File: src/rtl/mul_hilo_unit_pkg.sv
// Shared encodings and defaults for the HI/LO multiply commit unit.
// Also used by mul_unsigned_fix, which the divider result path will share.
package mul_hilo_unit_pkg;

  localparam int DEF_WIDTH   = 32;
  localparam int DEF_TIMEOUT = 31;

  // Encoding 3 is reserved and behaves as OP_MULT.
  localparam logic [1:0] OP_MULT = 2'd0;
  localparam logic [1:0] OP_MADD = 2'd1;
  localparam logic [1:0] OP_MSUB = 2'd2;

  typedef enum logic [1:0] {
    IDLE    = 2'd0,
    WAIT    = 2'd1,
    CORRECT = 2'd2,
    WRITE   = 2'd3
  } state_e;

endpackage

File: src/rtl/mul_hilo_unit_fix.sv
// Converts a signed WIDTHxWIDTH product into the unsigned product when uns is set.
// This block is purely combinational.
module mul_unsigned_fix
  import mul_hilo_unit_pkg::*;
#(
  parameter int WIDTH = DEF_WIDTH
) (
  input  logic signed [2*WIDTH-1:0] prod,
  input  logic signed [WIDTH-1:0]   a,
  input  logic signed [WIDTH-1:0]   b,
  input  logic                      uns,
  output logic signed [2*WIDTH-1:0] p
);

  logic [WIDTH-1:0] hi_adj;

  // An operand with its MSB set is worth 2^WIDTH more unsigned than signed.
  // So the fix only ever adds to the upper word.
  always_comb begin
    hi_adj = '0;
    if (a[WIDTH-1]) hi_adj = hi_adj + b;
    if (b[WIDTH-1]) hi_adj = hi_adj + a;
    p = prod;
    if (uns) p = prod + signed'({hi_adj, {WIDTH{1'b0}}});
  end

endmodule

File: src/rtl/mul_hilo_unit.sv
// Takes the Booth multiplier product, applies unsigned correction and MADD/MSUB,
// and commits to HI/LO. Also handles MTHI/MTLO writes.
module mul_hilo_unit
  import mul_hilo_unit_pkg::*;
#(
  parameter int WIDTH   = DEF_WIDTH,
  parameter int TIMEOUT = DEF_TIMEOUT
) (
  input  logic                      clk,
  input  logic                      rst,
  input  logic                      req_valid,
  output logic                      req_ready,
  input  logic [1:0]                req_op,
  input  logic                      req_unsigned,
  input  logic [WIDTH-1:0]          req_a,
  input  logic [WIDTH-1:0]          req_b,
  input  logic                      prod_valid,
  input  logic signed [2*WIDTH-1:0] prod,
  input  logic                      mt_hi_we,
  input  logic                      mt_lo_we,
  input  logic [WIDTH-1:0]          mt_wdata,
  output logic [WIDTH-1:0]          hi,
  output logic [WIDTH-1:0]          lo,
  output logic                      busy,
  output logic                      done,
  output logic                      err_timeout,
  output logic                      wr_conflict
);

  localparam int CNT_W = $clog2(TIMEOUT + 1);

  state_e state, state_nxt;
  logic [CNT_W-1:0] cnt;
  logic [CNT_W-1:0] cnt_inc;
  logic             accept;
  logic             take_prod;
  logic             expire;
  logic             mt_any;

  logic [1:0]                op_p0;
  logic                      uns_p0;
  logic signed [WIDTH-1:0]   a_p0;
  logic signed [WIDTH-1:0]   b_p0;
  logic signed [2*WIDTH-1:0] prod_p1;
  logic signed [2*WIDTH-1:0] fix_p1;
  logic signed [2*WIDTH-1:0] p_p2;

  // Arithmetic wraps modulo 2^(2*WIDTH); there is no saturation.
  function automatic logic [2*WIDTH-1:0] acc_wrap(input logic [1:0] op,
                                                  input logic [2*WIDTH-1:0] base,
                                                  input logic [2*WIDTH-1:0] p);
    case (op)
      OP_MADD: return base + p;
      OP_MSUB: return base - p;
      default: return p;
    endcase
  endfunction

  assign req_ready = (state == IDLE);
  assign busy      = (state != IDLE);
  assign accept    = req_ready && req_valid;
  assign mt_any    = mt_hi_we || mt_lo_we;
  assign cnt_inc   = cnt + CNT_W'(1);

  always_ff @(posedge clk or posedge rst) begin
    if (rst) state <= IDLE;
    else     state <= state_nxt;
  end

  always_comb begin
    state_nxt = state;
    take_prod = 1'b0;
    expire    = 1'b0;
    unique case (state)
      IDLE:    if (req_valid) state_nxt = WAIT;
      WAIT: begin
        if (prod_valid) begin
          state_nxt = CORRECT;
          take_prod = 1'b1;
        end else if (cnt_inc == CNT_W'(TIMEOUT)) begin
          state_nxt = IDLE;
          expire    = 1'b1;
        end
      end
      CORRECT: state_nxt = WRITE;
      WRITE:   state_nxt = IDLE;
      default: state_nxt = IDLE;
    endcase
  end

  always_ff @(posedge clk or posedge rst) begin
    if (rst) begin
      cnt         <= '0;
      done        <= 1'b0;
      err_timeout <= 1'b0;
      wr_conflict <= 1'b0;
    end else begin
      if (accept)              cnt <= '0;
      else if (state == WAIT)  cnt <= cnt_inc;
      done        <= (state == WRITE);
      err_timeout <= expire;
      wr_conflict <= busy && mt_any;
    end
  end

  // MT writes land only in IDLE, so any accumulate base already includes them.
  always_ff @(posedge clk or posedge rst) begin
    if (rst) begin
      hi <= '0;
      lo <= '0;
    end else if (state == WRITE) begin
      {hi, lo} <= acc_wrap(op_p0, {hi, lo}, p_p2);
    end else if (state == IDLE) begin
      if (mt_hi_we) hi <= mt_wdata;
      if (mt_lo_we) lo <= mt_wdata;
    end
  end

  // p0: request operands
  always_ff @(posedge clk) begin
    if (accept) begin
      op_p0  <= req_op;
      uns_p0 <= req_unsigned;
      a_p0   <= req_a;
      b_p0   <= req_b;
    end
  end

  // p1: raw product from the multiplier
  always_ff @(posedge clk) begin
    if (take_prod) prod_p1 <= prod;
  end

  mul_unsigned_fix #(.WIDTH(WIDTH)) u_fix (
    .prod (prod_p1),
    .a    (a_p0),
    .b    (b_p0),
    .uns  (uns_p0),
    .p    (fix_p1)
  );

  // p2: corrected product
  always_ff @(posedge clk) begin
    if (state == CORRECT) p_p2 <= fix_p1;
  end

endmodule

File: config.mk
export PLATFORM = sky130hd
export DESIGN_NAME = mul_hilo_unit
export DESIGN_NICKNAME = d
export VERILOG_FILES = /design/src/rtl/mul_hilo_unit_pkg.sv /design/src/rtl/mul_hilo_unit_fix.sv /design/src/rtl/mul_hilo_unit.sv
export SDC_FILE = /design/constraint.sdc
export NUM_CORES = 1
export LEC_CHECK = 0
export BUFFER_PORTS_ARGS = -buffer_cell sky130_fd_sc_hd__buf_4
export CAP_MARGIN = 10
export CORE_MARGIN = 2
export CORE_UTILIZATION = 60
export DETAILED_ROUTE_END_ITERATION = 8
export PLACE_DENSITY = 0.87
export SLEW_MARGIN = 20
export SYNTH_ARGS = -nofsm -noshare
export SYNTH_HDL_FRONTEND = slang
export SYNTH_SLANG_ARGS = --single-unit
File: constraint.sdc
create_clock -name clk -period 9 [get_ports clk]
set_clock_uncertainty 0.15 [all_clocks]
set_input_delay 0.9 -clock clk [delete_from_list [all_inputs] [get_ports clk]]
set_output_delay 0.9 -clock clk [all_outputs]
set_load 0.02 [all_outputs]
==> run_results.csv <==
group,metric,value,unit
critical_path,path_class,"reg2reg",
die,core-area,32400,µm²
detailed_routing,firstDrtPassIters,6,
cts,clk-insertion-delay-late,590,ps
synthesis,ys_seq_area_share,39.4,%
cts,tritoncts,"yes",
synthesis,ys_ff_latch,269,
timing,timing.final.crit_share,69.3,%
cts,cts-root-buf,"clkbuf_16",
synthesis,syn_nets,2386,
grt,grt_pass1_wl,90500,µm
critical_path,endpoint_kind,"flop",
critical_path,cp_max_fo,7,
finish,area_delta_synth_final,16.0,%
detailed_routing,ant_nets,0,
timing,slew_headroom,39.9,%
timing,max_freq,160,MHz
cts,htreeDepth,1,
timing,hold_viol,0,
pwr,clkPwrFrac,15.0,%
timing,max_slew.worst_pin.slew,901,ps
finish,final_util,70.2,%
die,start_util,60.5,%
pwr,swShare,46.2,%
pwr,p_leak,9.13,nW
grt,first_global_vias,16200,
detailed_routing,drc,0,
placement,io_buffers,237,
synthesis,synth-edff-count,195,
detailed_routing,postRouteWirelength,58300,µm
grt,grt_max_degree,84,
cts,cts.sinks,269,
pwr,seq_power_share,25.2,%
detailed_routing,first_iter_violations,1617,
placement,dp.cells,2680,
die,die_h,185,µm
finish,final_common_cell,"buf_4",
cts,cts_setup_buffers,0,
critical_path,arrival,6430,ps
synthesis,synth_fa_ha_area_share,8.53,%
timing,fin_tns_setup,0,ps
min_path,hold_path.class,"reg2reg",
finish,drive_gt1_share,16.7,%
cts,clk_pin_slew,60,ps
cts,ctsHoldBuffers,0,
synthesis,ys.flop_type,"edfxtp_1",
timing,period_needed,6240,ps
die,io_pins,238,
placement,dp_hpwl,44100,µm
pwr,ir_worst_vdd,0.000254,V
pwr,power_switching,0.00402,W
pwr,power_density,383,nW/µm²
pwr,pwr-share-comb,59.8,%
grt,antenna_found_initial,0,
synthesis,synthesis.area,19600,µm²
outcome,status,"finished, final reports clean",
detailed_routing,post_drt_wl_per_cell,21.3,µm
timing,slew_violations,0,
synthesis,syn_inst,2091,
synthesis,synth_compound_area_share,21.9,%
grt,grt_overflow_total,0,
die,dieArea,34100,µm²
finish,layout.nets,2565,
cts,cts_buffers,30,
detailed_routing,via_per_inst,6.35,
finish,final_cell_mix,"buf_4 (252), edfxtp_1 (195), nand2_1 (194)",
synthesis,synth_cell_types,99,
synthesis,synth.avg_cell_area,9.36,µm²
timing,setup_violations,0,
critical_path,start_kind,"flop",
die,core.rowCount,66,
grt,gr-usage-all-layers,33.9,%
synthesis,synth_xor_area_share,8.95,%
synthesis,ys_warn_count,0,
timing,rsz0062_at_grt,"false",
cts,cts_resized,0,
synthesis,synthMuxAreaShare,2.65,%
synthesis,async_flop_share,27.5,%
cts,cts_buffer_depth,3,
job,drv_cap,0,
finish,antenna_cells,0,
placement,place.gp.congestion,0.971,
detailed_routing,vias,17400,
finish,stdcell_count,2736,
synthesis,synth_simple_gate_area_share,15.3,%
synthesis,synth_top_family_by_area,"compound AO/OA/AOI/OAI gates",
critical_path,cp.required,9190,ps
die,die-width,185,µm
pwr,intPower,0.00468,W
## path summary, 6_finish.rpt
kind / cells after the start / from / to / slack [ps]
worst max-delay path: 23 / a_p0[31] / p_p2[63] / 2760
min in group asynchronous: 3 / rst / hi[27] / 370
worst min-delay path: 0 / prod_p1[4] / p_p2[4] / 260
max in group asynchronous: 3 / rst / lo[15] / 7810
worst min register to register: 0 / prod_p1[4] / p_p2[4] / 260
worst max register to register: 23 / a_p0[31] / p_p2[63] / 2760
## registers in the layout, indices dropped and copies added, names as in the netlist, named ones only
register,cells
p_p2,64
prod_p1,64
a_p0,32
b_p0,32
hi,32
lo,32
cnt,5
op_p0,2
done,1
err_timeout,1
state,1
uns_p0,1
wr_conflict,1
## cells in the mapped netlist (6+ instances only)
cell type	number	area [µm²]
nor2b_1	23	144
xor2_1	60	526
o21ai_0	150	751
and3_1	14	87.6
a211oi_1	18	135
buf_2	14	70.1
a21oi_1	186	931
and2_1	24	150
o21ai_1	17	85.1
a31oi_1	36	225
a32oi_1	6	52.6
a221o_1	6	60.1
nand2b_1	25	156
o21a_1	16	120
mux2_2	35	394
nand3_1	35	175
buf_1	9	33.8
o22ai_1	22	138
nor3b_1	6	45.0
o211ai_1	39	293
inv_1	55	206
a21o_1	63	473
or3_1	25	156
nor2_1	153	574
edfxtp_1	195	5860
nor4_1	14	87.6
dfrtp_1	74	1850
maj3_1	6	60.1
ha_1	123	1540
nand3b_1	8	60.1
nand2_1	194	728
o31ai_1	14	105
mux2i_1	11	110
o21bai_1	16	120
nor3_1	40	200
xnor2_1	140	1230
clkbuf_1	78	293
nand4_1	19	119
## power groups by stage
| stage | Combinational [W] | Sequential, W | Clock (W) |
|---|---|---|---|
| after floorplan | 0.00367 | 0.00219 | 0 |
| final | 0.00520 | 0.00220 | 0.00130 |
| after global placement | 0.00495 | 0.00219 | 0 |
| after global routing | 0.00567 | 0.00223 | 0.00137 |
| after CTS | 0.00510 | 0.00218 | 0.00133 |
| after detailed placement | 0.00505 | 0.00220 | 0 |
## through the flow
step / setup WS [ps] / hold WS [ps] / total power [W] / cell area, µm²
6_report: 2760 / 262 / 0.00870 / 22700
5_1_grt: 2310 / 274 / 0.00927 / 22700
4_1_cts: 2740 / 264 / 0.00860 / 22700
3_5_place_dp: 2760 / 255 / 0.00725 / 21600
3_3_place_gp: 2970 / 251 / 0.00714 / 21600
2_1_floorplan: 2390 / 250 / 0.00586 / 19600
## critical path: stages (launching register included)
cell and delay (ps):
edfxtp_1 400, and2_1 170, ha_1 200, fa_1 450
maj3_1 390, a32oi_2 330, o311ai_4 180, a32o_2 360
a221oi_4 320, o21ai_2 160, a2111oi_4 320, o41ai_2 130
xor2_1 150, mux2_4 270, ha_1 380, and4_1 230
o221ai_1 110, nand3_1 100, a31o_2 150, nand2_1 60
o31a_1 320, or3_1 350, o211ai_1 220, xor2_1 90
## area by class of cell
cell class | instances | area, µm²
well taps | 442 | 553
inverters | 57 | 214
clock buffers | 39 | 825
clock inverters | 17 | 243
repair buffers | 253 | 1900
fillers | 2459 | 9660
multi-input cells | 1659 | 11300
flip-flops and latches | 269 | 7710
## cell families after synthesis
| logic type | after synthesis |
|---|---|
| adders and majority gates | 133 |
| DFF | 269 |
| AOI/OAI and AO/OA | 664 |
| muxes | 47 |
| buffers and inverters | 163 |
| and+or+nand+nor | 615 |
| xor gates and xnor gates | 200 |
## routing by layer
layer | vias up | GRT usage (%) | routed length, µm
met5 | - | 0 | 0
met4 | 0 | 12.5 | 2390
met3 | 130 | 5.59 | 5250
met2 | 901 | 52.0 | 25700
met1 | 8241 | 48.3 | 25000
li1 | 8095 | - | -
Note: power is estimated with default switching activity, not from simulation.
